File: config.mk
export PLATFORM = sky130hd
export DESIGN_NAME = watch_time_ctrl
export DESIGN_NICKNAME = d
export VERILOG_FILES = /design/src/rtl/watch_time_ctrl.sv
export SDC_FILE = /design/constraint.sdc
export NUM_CORES = 1
export LEC_CHECK = 0
export CORE_AREA = 4 4 69 96
export CTS_CLUSTER_SIZE = 14
export DETAILED_ROUTE_END_ITERATION = 8
export DIE_AREA = 0 0 73 100
export PLACE_DENSITY = 0.7
export SYNTH_ARGS = -nofsm -noshare
export SYNTH_HDL_FRONTEND = slang
export SYNTH_SLANG_ARGS = --single-unit
export TNS_END_PERCENT = 1
File: constraint.sdc
create_clock -name clk_i -period 2.2 [get_ports clk_i]
set_clock_uncertainty 0.2 [all_clocks]
set_input_delay 0.66 -clock clk_i [delete_from_list [all_inputs] [get_ports clk_i]]
set_output_delay 0.66 -clock clk_i [all_outputs]
set_load 0.05 [all_outputs]
File: src/rtl/watch_time_ctrl.sv
// Watch timekeeping and time-setting controller.
// Runs sec/min/hour from a 1 Hz tick and lets the user set minutes and hours
// with a mode button and an increment button (with hold-to-repeat).
module watch_time_ctrl #(
    parameter int HOLD_CYC = 16384,
    parameter int REP_CYC  = 4096
) (
    input  logic       clk_i,
    input  logic       rstn_i,
    input  logic       sec_tick_i,
    input  logic       mode_btn_i,
    input  logic       inc_btn_i,
    output logic [5:0] sec_o,
    output logic [5:0] min_o,
    output logic [4:0] hour_o,
    output logic [1:0] mode_o,
    output logic       blink_o,
    output logic       min_tick_o
);

    localparam int HW = $clog2(HOLD_CYC + 1);
    localparam int RW = $clog2(REP_CYC + 1);

    typedef enum logic [1:0] {
        RUN      = 2'd0,
        SET_MIN  = 2'd1,
        SET_HOUR = 2'd2
    } mode_e;

    mode_e         mode_q, mode_d;
    logic [5:0]    sec_q, sec_d;
    logic [5:0]    min_q, min_d;
    logic [4:0]    hour_q, hour_d;
    logic          blink_q, blink_d;
    logic          min_tick_q, min_tick_d;
    logic          mode_btn_q, inc_btn_q;
    logic [HW-1:0] hold_q, hold_d;
    logic [RW-1:0] rep_q, rep_d;

    logic mode_edge, inc_edge, set_st, strobe, inc_ev;

    // Hold/repeat counters; a mode edge in the same cycle wins and clears them
    always_comb begin
        mode_edge = mode_btn_i & ~mode_btn_q;
        inc_edge  = inc_btn_i & ~inc_btn_q;
        set_st    = (mode_q == SET_MIN) || (mode_q == SET_HOUR);
        hold_d    = '0;
        rep_d     = '0;
        strobe    = 1'b0;
        if (set_st && inc_btn_i && !mode_edge) begin
            if (hold_q != HW'(HOLD_CYC)) begin
                hold_d = hold_q + HW'(1);
                strobe = (hold_q == HW'(HOLD_CYC - 1));
            end else begin
                hold_d = hold_q;
                if (rep_q == RW'(REP_CYC - 1)) begin
                    strobe = 1'b1;
                    rep_d  = '0;
                end else begin
                    rep_d = rep_q + RW'(1);
                end
            end
        end
        inc_ev = (inc_edge | strobe) & set_st & ~mode_edge;
    end

    // Mode sequencing, time counting and field setting
    always_comb begin
        mode_d     = mode_q;
        sec_d      = sec_q;
        min_d      = min_q;
        hour_d     = hour_q;
        blink_d    = blink_q;
        min_tick_d = 1'b0;
        case (mode_q)
            RUN: begin
                if (mode_edge) begin
                    mode_d  = SET_MIN;
                    sec_d   = '0;
                    blink_d = 1'b1;
                end else if (sec_tick_i) begin
                    if (sec_q == 6'd59) begin
                        sec_d = '0;
                        if (min_q == 6'd59) begin
                            min_d      = '0;
                            min_tick_d = 1'b1;
                            hour_d     = (hour_q == 5'd23) ? 5'd0 : hour_q + 5'd1;
                        end else begin
                            min_d = min_q + 6'd1;
                        end
                    end else begin
                        sec_d = sec_q + 6'd1;
                    end
                end
            end
            SET_MIN: begin
                sec_d = '0;
                if (mode_edge) begin
                    mode_d  = SET_HOUR;
                    blink_d = 1'b1;
                end else begin
                    if (sec_tick_i) blink_d = ~blink_q;
                    if (inc_ev) min_d = (min_q == 6'd59) ? 6'd0 : min_q + 6'd1;
                end
            end
            SET_HOUR: begin
                sec_d = '0;
                if (mode_edge) begin
                    mode_d  = RUN;
                    blink_d = 1'b0;
                end else begin
                    if (sec_tick_i) blink_d = ~blink_q;
                    if (inc_ev) hour_d = (hour_q == 5'd23) ? 5'd0 : hour_q + 5'd1;
                end
            end
            default: begin
                mode_d  = RUN;
                blink_d = 1'b0;
            end
        endcase
    end

    // State registers, asynchronously cleared
    always_ff @(posedge clk_i or negedge rstn_i) begin
        if (!rstn_i) begin
            mode_q     <= RUN;
            sec_q      <= '0;
            min_q      <= '0;
            hour_q     <= '0;
            blink_q    <= 1'b0;
            min_tick_q <= 1'b0;
            mode_btn_q <= 1'b0;
            inc_btn_q  <= 1'b0;
            hold_q     <= '0;
            rep_q      <= '0;
        end else begin
            mode_q     <= mode_d;
            sec_q      <= sec_d;
            min_q      <= min_d;
            hour_q     <= hour_d;
            blink_q    <= blink_d;
            min_tick_q <= min_tick_d;
            mode_btn_q <= mode_btn_i;
            inc_btn_q  <= inc_btn_i;
            hold_q     <= hold_d;
            rep_q      <= rep_d;
        end
    end

    assign sec_o      = sec_q;
    assign min_o      = min_q;
    assign hour_o     = hour_q;
    assign mode_o     = mode_q;
    assign blink_o    = blink_q;
    assign min_tick_o = min_tick_q;

endmodule

Yosys cells after proc, flatten, opt, wreduce, memory -nomap -nowiden. Index checks and enable logic that the tools add are counted.

Register bits after elaboration: 51. Bits of input ports: 5. Output and inout port bits: 21. Word-level logic and storage cells: 99.

Add/sub/neg operators: 5. Equality and inequality tests: 21. Muxes and demuxes: 41. Bitwise gates (word level): 9. Reductions and logical operators: 13.

Operators by type and width (number): $mux W6 (9); $mux W13 (3); $mux W5 (7); $mux W15 (2); $pmux W6 S2 (2); $ne A2 B2 Y1 const B (11); $add A15 B1 Y15 const B (1); $eq A15 B14 Y1 const B (1); $ne A15 B15 Y1 const B (1); $add A13 B1 Y13 const B (1); $eq A13 B12 Y1 const B (1); $add A6 B1 Y6 const B (2); $eq A6 B6 Y1 const B (2); $mux W1 (12); $pmux W5 S2 (1); $reduce_and A7 Y1 (1); $mux W2 (3); $pmux W2 S3 (1); $reduce_and A6 Y1 (1); $reduce_bool A2 Y1 (3); $add A5 B1 Y5 const B (1); $eq A5 B5 Y1 const B (1); $and A1 B1 Y1 (4); $not A1 Y1 (4); other kinds (13) (14).

Logic depth before layout (Yosys ltp).
Depth in word-level cells: 11. Gate-level depth with buffers: 8. Mapped depth without buffers: 8.

Least setup slack after synthesis. No wires, ideal clock.

Path type: register to register. From: reg min_q[0] (netlist: min_o[0]). To: reg hour_q[3] (netlist: hour_o[3]). Arrival: 2.463 ns. Path slack: -0.590 ns. Stages on the path, launching flop included: 8. Cell sequence: dfrtp_1 > ha_1 > nor2b_1 > nand4_1 > o31a_2 > a311oi_4 > nand4_1 > mux2_1.

Word-level cells in the longest chain between the ends: 3.

Ends and longest elaborated chain: start, declared (RTL line 32) `logic [5:0] min_q, min_d;`; start signal, assigned (RTL line 139) `min_q <= min_d;`; $eq A6 B6 Y1 (RTL line 84) `if (min_q == 6'd59) begin`; $ne A2 B2 Y1 (no line); $reduce_and A7 Y1 (no line); end signal, assigned (RTL line 140) `hour_q <= hour_d;`; end, declared (RTL line 33) `logic [4:0] hour_q, hour_d;`.

Every way passes these cells. A chain may end at the register's enable or synchronous reset.

Worst setup path after layout.
From: reg sec_q[0] (netlist: sec_o[0]). To: reg hour_q[3] (netlist: hour_o[3]).

Word-level cells in the longest chain between the ends: 3.

Ends and longest elaborated chain: start, declared (RTL line 31) `logic [5:0] sec_q, sec_d;`; start signal, assigned (RTL line 127) `sec_q <= '0;`; start signal, assigned (RTL line 138) `sec_q <= sec_d;`; $eq A6 B6 Y1 (RTL line 82) `if (sec_q == 6'd59) begin`; $ne A2 B2 Y1 (no line); $reduce_and A7 Y1 (no line).

Every way passes these cells.

==> results.json <==
{
  "violations": "negative setup slack",
  "hold_path.class": "input port to asynchronous set/reset pin",
  "ys_seq_area_share_pct": 47.05,
  "post-route-period-util_pct": 103.8,
  "yosys.area_share.simple_pct": 25.65,
  "grt_pass1_wl_um": 9735,
  "clk_latency_ns": 0.31,
  "synth_compound_area_share_pct": 10.33,
  "async_flop_share_pct": 100.0,
  "min_period_ns": 2.284,
  "avgViaCountPerCell": 5.270,
  "endpoint": "hour_o[3]",
  "boundaryPins": 26,
  "dpl.hpwl_um": 4150,
  "maxSlewViolCount": 0,
  "setup-violations-final": 6,
  "stdcell_count": 437,
  "critPathMaxStageDelay_ns": 0.40,
  "drive_gt1_share_pct": 36.51,
  "grt-ovfl-total": 0,
  "ys.flop_type": "dfrtp_1",
  "power_uw": 4091,
  "via_count": 2303,
  "netlist_area_um2": 2713,
  "synthAdderAreaFrac_pct": 4.613,
  "antennaDiodeCount": 0,
  "synth_top_family_by_area": "simple AND/OR/NAND/NOR gates",
  "relSlewSlack_pct": 77.70,
  "yosys.area.top_type": "dfrtp_1",
  "crit_start": "sec_o[0]",
  "drt_pass1_iterations": 4,
  "track_usage_pct": 16.40,
  "cts_sinks": 51,
  "htreeDepth": 2,
  "die_h_um": 100,
  "path_max_fanout": 4,
  "finalNetCount": 381,
  "dr.first_iter.drc_count": 87,
  "finish.utilization_pct": 65.46,
  "io_buffers": 25,
  "synth.avg_cell_area_um2": 10.05,
  "status": "finished with violations",
  "grt_max_degree": 52,
  "num_rows": 33,
  "clockRootBuffer": "clkbuf_8",
  "synth_top_cell_area_share_pct": 47.05,
  "r2r_slack_ns": -0.08,
  "antenna_found_initial": 0,
  "tightest_slew_ns": 0.3320,
  "place_inst": 423,
  "leakage_uw": 0.001722,
  "finalWirelength_um": 5660,
  "clkSlewWorstSetupHoldPaths_ns": 0.10,
  "fmax_mhz": 437.9,
  "cts_tree": "yes",
  "grt_pass1_vias": 2272,
  "max_cap_violations": 0,
  "vdd_drop_max_mv": 0.8178,
  "r2r_end": "hour_o[3]",
  "holdWs_ns": 0.1207,
  "ff2ff_path_depth": 7,
  "worstPathCellList": "ha_4, and4b_1, nand3_2, o31a_2, a311oi_4, nand4_1, mux2_4",
  "gp_congestion": 0.8106,
  "cp-start-kind": "register",
  "finalHoldViolations": 0,
  "synth-xor-area-share_pct": 7.103,
  "ys_warn_count": 0,
  "critPathCaptureType": "register",
  "numCtsBuffers": 5,
  "synthCells": 270,
  "post_drt_wl_per_cell_um": 12.95,
  "core_um2": 5822,
  "worstSetupPathType": "register to register",
  "synth_nets": 285,
  "initial_utilization_pct": 46.59,
  "worstPathArrival_ns": 2.28,
  "r2r-start": "sec_o[0]",
  "synth_edf_count": 0,
  "postCtsHoldBufs": 0,
  "ant_nets": 0,
  "cp.required_ns": 2.20,
  "areaGrowthSynthToFinish_pct": 40.50,
  "cts_buffer_depth": 2,
  "critPathSlowestCell": "dfrtp_2",
  "synthMuxAreaShare_pct": 3.183,
  "netlist_top_cells_area": "dfrtp_1, nor2_1, ha_1, xor2_1, nand3_1",
  "powerDensity_nw_per_um2": 1074,
  "fin_ws_ns": -0.08383,
  "dieArea_um2": 7300,
  "synth_common_cells": "dfrtp_1, nor2_1, nand2_1",
  "synth_most_common_cell": "dfrtp_1",
  "grt_setup_unrepaired": "yes",
  "synth.distinct_cells": 50,
  "num-fill-cells": 464,
  "drc": 0,
  "die_x_um": 73,
  "ys_ff_latch": 51,
  "pre_cts_ws_ns": -0.5375
}
metrics by stage:
stage               cell area, um2  setup TNS (ns)
detailed placement            3590          -8.501
floorplan                     2745          -1.242
finish                        3811         -0.3830
global route                  3811         -0.9898
CTS                           3781         -0.3841
global placement              3590          -7.693
area by class of cell:
class / count / area (um2) / share of cell area [%]
repair buffers: 93 / 829.5 / 21.77
inverters: 8 / 30.03 / 0.7879
clock buffers: 5 / 68.82 / 1.806
flip-flops and latches: 51 / 1284 / 33.68
well taps: 70 / 87.58 / 2.298
clock inverters: 3 / 43.79 / 1.149
multi-input cells: 207 / 1468 / 38.51
per-layer routing:
metal  vias up  share of wire [%]  global-route usage [%]
li1       1144                  -                       -
met1      1124                 43                   20.57
met2        30                 53                   28.33
met3         5                2.8                   3.006
met4         0                1.3                   4.830
met5         -                  0                       0
state kept, by name, summed over array words and instances (netlist names):
signal and count:
sec_o 6, inc_btn_q 1, blink_o 1, min_o 6
hold_q 15, mode_o 2, min_tick_o 1, rep_q 13
mode_btn_q 1, hour_o 5
what timing repair did:
item,in CTS,in global routing
setup buffers,5,1
pin swaps,11,7
cloned,0,0
gates resized for setup,13,5
setup endpoints to repair,14,12
power by group:
| group | total (uW) | switching [uW] | leakage [uW] | internal (uW) |
|---|---|---|---|---|
| Clock | 661 | 322 | 0.0000581 | 339 |
| Combinational | 2200 | 1200 | 0.000996 | 1000 |
| Sequential | 1230 | 137 | 0.000668 | 1090 |
| Total | 4090 | 1660 | 0.00172 | 2430 |
placed cells by master, fill, tap and decap left out, types with 6 or more instances in the layout:
cell type	count
xor2_1	12
xnor2_1	9
nand4_1	9
nand3_1	19
ha_1	7
o21ai_0	12
dfrtp_1	45
buf_4	78
nor2_1	39
nand2b_1	7
a21oi_1	10
inv_1	8
buf_12	10
nand2_1	21
dfrtp_2	6
critical path: cells and delay by family, from the launching register on:
kind / cells / cell delay [ns]
fa+ha+maj: 1 / 0.14
simple gates: 3 / 0.49
compound gates: 2 / 0.64
flops: 1 / 0.40
mux: 1 / 0.31
cell families after synthesis:
family,after synthesis
buffers and inverters,12
xor gates and xnor gates,22
and+or+nand+nor,128
AOI/OAI and AO/OA,39
DFF,51
muxes,8
adders and majority gates,10
how the worst min path moves through the flow:
stage               startpoint   endpoint  depth (start not counted)
floorplan               rstn_i    blink_o                          0
global placement     rep_q[12]  rep_q[12]                          2
detailed placement   rep_q[12]  rep_q[12]                          2
CTS                     rstn_i   rep_q[0]                          2
global route            rstn_i  hold_q[5]                          2
finish                  rstn_i  hold_q[5]                          2
Note: power is estimated with default switching activity, not from simulation.
==> edit 1, RTL diff (same flow settings) <==
Reset style: synchronous (`rstn_i`), changed in one clocked block. Comments in the files are not updated.
--- a/src/rtl/watch_time_ctrl.sv
+++ b/src/rtl/watch_time_ctrl.sv
@@ -121,7 +121,7 @@
     end
 
     // State registers, asynchronously cleared
-    always_ff @(posedge clk_i or negedge rstn_i) begin
+    always_ff @(posedge clk_i) begin
         if (!rstn_i) begin
             mode_q     <= RUN;
             sec_q      <= '0;
Check against the original RTL: differs if rstn_i is asserted again (counterexample within 4 cycles, from zero or initial values and one cycle with rstn_i low); with rstn_i held inactive, the same outputs for 10 cycles.
==> edit 1 against the unedited design <==
Area after synthesis decreased by 6.9%. Fmax increased by 4.7%. Count of clock-buffer cells in the layout increased by 2. Wire length increased by 1.2%. Sequential cell count unchanged. Design area decreased by 13%. Worst hold slack improved by 130 ps. Critical endpoint is now rep_q[4]. Synthesized cell count increased by 8.1%. Setup slack improved by 100 ps. Die area unchanged.
Power is not compared: it rests on default switching activity, and its combinational part moved more than twofold at a synthesized area within 25%.
==> edit 1: results (changes against the unedited design) <==
outcome:
  status: "finished clean"  # was complete, but fails checks
layout:
  seq_cell_count: 51  # unchanged
  nets: 364  # was 381
  clock_area_frac: 0.02300  # was 0.02955
  area_growth_pct: 31.35  # was 40.50%
  inverters: 13  # was 8
  seq_area_sq_um: 1042  # was 1284 sq um
  n_fill_cell: 506  # was 464
  layout-drive-gt1-share: 0.3009  # was 0.3651
  n_all_buffers: 57  # was 93
synthesis:
  synth.top_cell.area_share: 0.4042  # was 0.4705
  synthCells: 292  # was 270
  muxShareOfSynthArea: 0.01585  # was 0.03183
  yosys.cell_types.count: 43  # was 50
  synth_commonest_cells: "dfxtp_1 (51), nor2_1 (45), nand2_1 (24), nand3_1 (17), xor2_1 (17)"  # was dfrtp_1 (51), nor2_1 (40), nand2_1 (22), nand3_1 (20)
  synth_compound_gate_area_share: 0.1060  # was 0.1033
  synth_xor_area_frac: 0.09361  # was 0.07103
clocking:
  cts_setup_buffers: 0  # was 5
detailed_routing:
  drt_iter0_markers: 82  # was 87
  routedWlPerCell_microns: 13.68  # was 12.95 microns
worst_setup_path:
  cp_data_arrival_time_ps: 2220  # was 2280 ps
  reg2reg_slack_ps: 90  # was -80 ps
  crit_fanout: 7  # was 4
sta:
  slew_headroom: 0.6627  # was 0.7770
worst_hold_path:
  hp-class: "register to register"  # was primary input to asynchronous set/reset pin
grt:
  grt_pass1_vias: 2099  # was 2,272
place:
  dp_cells: 405  # was 423
  post-place-ws_ps: -380.8  # was -537.5 ps
-- edit 1: changes by cell type after synthesis, moves of 5 or more --
| cell | change |
|---|---|
| dfrtp_1 | -51 |
| dfxtp_1 | +51 |
| and3_1 | +5 |
| inv_1 | +5 |
| nor2_1 | +5 |
| xor2_1 | +5 |
-- edit 1: layer usage --
metal | global-route usage | part of all wire | wire [microns] | vias up
li1 | - | - | - | 1141
met1 | 0.1644 | 0.42 | 2424 | 1047
met2 | 0.2881 | 0.53 | 3013 | 37
met3 | 0.02906 | 0.030 | 171 | 11
met4 | 0.07386 | 0.021 | 122 | 0
met5 | 0 | 0 | 0 | -
-- edit 1: path summary, 6_finish.rpt --
path	end	start
max	rep_q[4]	rstn_i
min	rep_q[0]	rep_q[0]
min reg2reg	rep_q[0]	rep_q[0]
max reg2reg	min_o[5]	hold_q[0]
-- edit 1: worst max-delay path, stage by stage --
cell and delay, ps:
clkdlybuf4s50_1 470, inv_1 60, or3_4 420, or3_4 490, nor2_2 110
==> edit 2, RTL diff (same flow settings) <==
Without the edit above. Set the parameter `REP_CYC` to 1024 (it was 4096).
--- a/src/rtl/watch_time_ctrl.sv
+++ b/src/rtl/watch_time_ctrl.sv
@@ -3,7 +3,7 @@
 // with a mode button and an increment button (with hold-to-repeat).
 module watch_time_ctrl #(
     parameter int HOLD_CYC = 16384,
-    parameter int REP_CYC  = 4096
+    parameter int REP_CYC  = 1024
 ) (
     input  logic       clk_i,
     input  logic       rstn_i,
Formal check against the unedited RTL: no difference found for any inputs over 10 cycles, from zero or initial values and one cycle with rstn_i low; that may be too few to reach the edited logic, so the function may still have changed.
==> edit 2 against the unedited design <==
The flow still finishes with violations (negative setup slack). Wire length rose by 4.6%. Cell count stayed put. Area after synthesis decreased by 3.5%. Design area shrank 5.1%. Sequential share of layout area is 0.42 points higher. Largest cell class unchanged. Setup slack got worse by 160 ps. Sequential cell count is 2 lower. Register-to-register slack worse by 160 ps. Largest power group unchanged. Core utilization down 3.3 points. Synthesized cell count rose by 2.2%. Total power down 5.1%. Non-clock buffer count decreased by 5.
==> edit 2: results (changes against the unedited design) <==
sta:
  layout_setup_ws_ps: -245.3  # was -83.83 ps
  fin_setup_tns_ps: -1700  # was -383.0 ps
  finalSetupViolCount: 11  # was 6
  worst_slew_pin_slew_ps: 423.1  # was 332.0 ps
grt:
  grt_max_degree: 50  # was 52
  grtUsageMet2: 0.3143  # was 0.2833
  grt_pass1_wl_microns: 10130  # was 9735 microns
  grt_use_met3: 0.02705  # was 0.03006
  use_met1: 0.1979  # was 0.2057
detailed_routing:
  drt_iter0_markers: 96  # was 87
  routedWlPerCell_microns: 13.54  # was 12.95 microns
power:
  power_frac_seq: 0.302  # was 0.300
  peakVddDrop_mv: 0.7303  # was 0.8178 mV
  power_mw: 3.883  # was 4.091 mW
  power.switching_mw: 1.674  # was 1.664 mW
  power_clock_mw: 0.523  # was 0.661 mW
  leakagePower_nw: 1.597  # was 1.722 nW
place:
  hpwl_microns: 4451  # was 4150 microns
  gp_congestion: 0.7595  # was 0.8106
  placed_area_sq_um: 3423  # was 3590 sq um
  post-place-ws_ps: -586.5  # was -537.5 ps
synthesis:
  muxShareOfSynthArea: 0.02054  # was 0.03183
  yosys.cell_types.count: 47  # was 50
  synth_compound_gate_area_share: 0.1276  # was 0.1033
  synth_fa_ha_area_frac: 0.04778  # was 0.04613
  synthTopCellsByArea: "dfrtp_1 (47%), nor2_1 (5.6%), ha_1 (4.8%), xnor2_1 (4.0%), o21ai_0 (3.2%)"  # was dfrtp_1 (47%), nor2_1 (5.5%), ha_1 (4.6%), xor2_1 (3.9%), nand3_1 (3.7%)
  syn_avg_cell_area_sq_um: 9.488  # was 10.05 sq um
  ys_seq_area_frac: 0.4682  # was 0.4705
  synth_commonest_cells: "dfrtp_1 (49), nor2_1 (39), nand2_1 (20), o21ai_0 (17), nand3_1 (15)"  # was dfrtp_1 (51), nor2_1 (40), nand2_1 (22), nand3_1 (20)
  syn-num-nets: 291  # was 285
outcome:
  failed_checks: "negative setup slack"  # unchanged
  status: "complete, but fails checks"  # unchanged
layout:
  reg_top3: "hold_q: 15 flops, rep_q: 11 flops"  # was hold_q: 15 flops, rep_q: 13 flops
  n_fill_cell: 472  # was 464
  layout-drive-gt1-share: 0.3215  # was 0.3651
worst_setup_path:
  r2r_start: "hold_q[0]"  # was sec_o[0]
  startpoint: "inc_btn_i"  # was sec_o[0]
  reg2reg_slack_ps: -240  # was -80 ps
  cp_data_arrival_time_ps: 2440  # was 2280 ps
  crit_fanout: 3  # was 4
## edit 2: what timing repair did
action / 4_1_cts / 5_1_grt
setup buffers: 2 / 4
hold endpoints to repair: 0 / 0
pin swaps: 4 / 4
setup endpoints to repair: 11 / 11
resized for setup: 9 / 4
cloned: 0 / 0
## edit 2: layer usage
metal,vias up,part of all wire
met5,-,0
met4,0,0.022
met3,10,0.023
met2,29,0.56
met1,1125,0.39
li1,1158,-
## edit 2: layout make-up
cell class,count,area share
inverters,12,0.01245
repair buffers,88,0.2089
clock buffers,6,0.02006
well taps,70,0.02421
multi-input cells,210,0.3891
flip-flops and latches,49,0.3411
clock inverters,2,0.004151
## edit 2: worst max-delay path: stages
cell and delay [ps]:
clkdlybuf4s50_1 480, nand4b_1 150, or4_4 450, a21o_1 220, a21oi_1 150, mux2_1 330
## edit 2: through the flow
step	hold slack, ps	util
after floorplan	164.4	-
after CTS	127.7	0.6116
after global placement	300.8	0.5880
after global routing	134.3	0.6213
final	119.6	0.6213
after detailed placement	317.5	0.5880
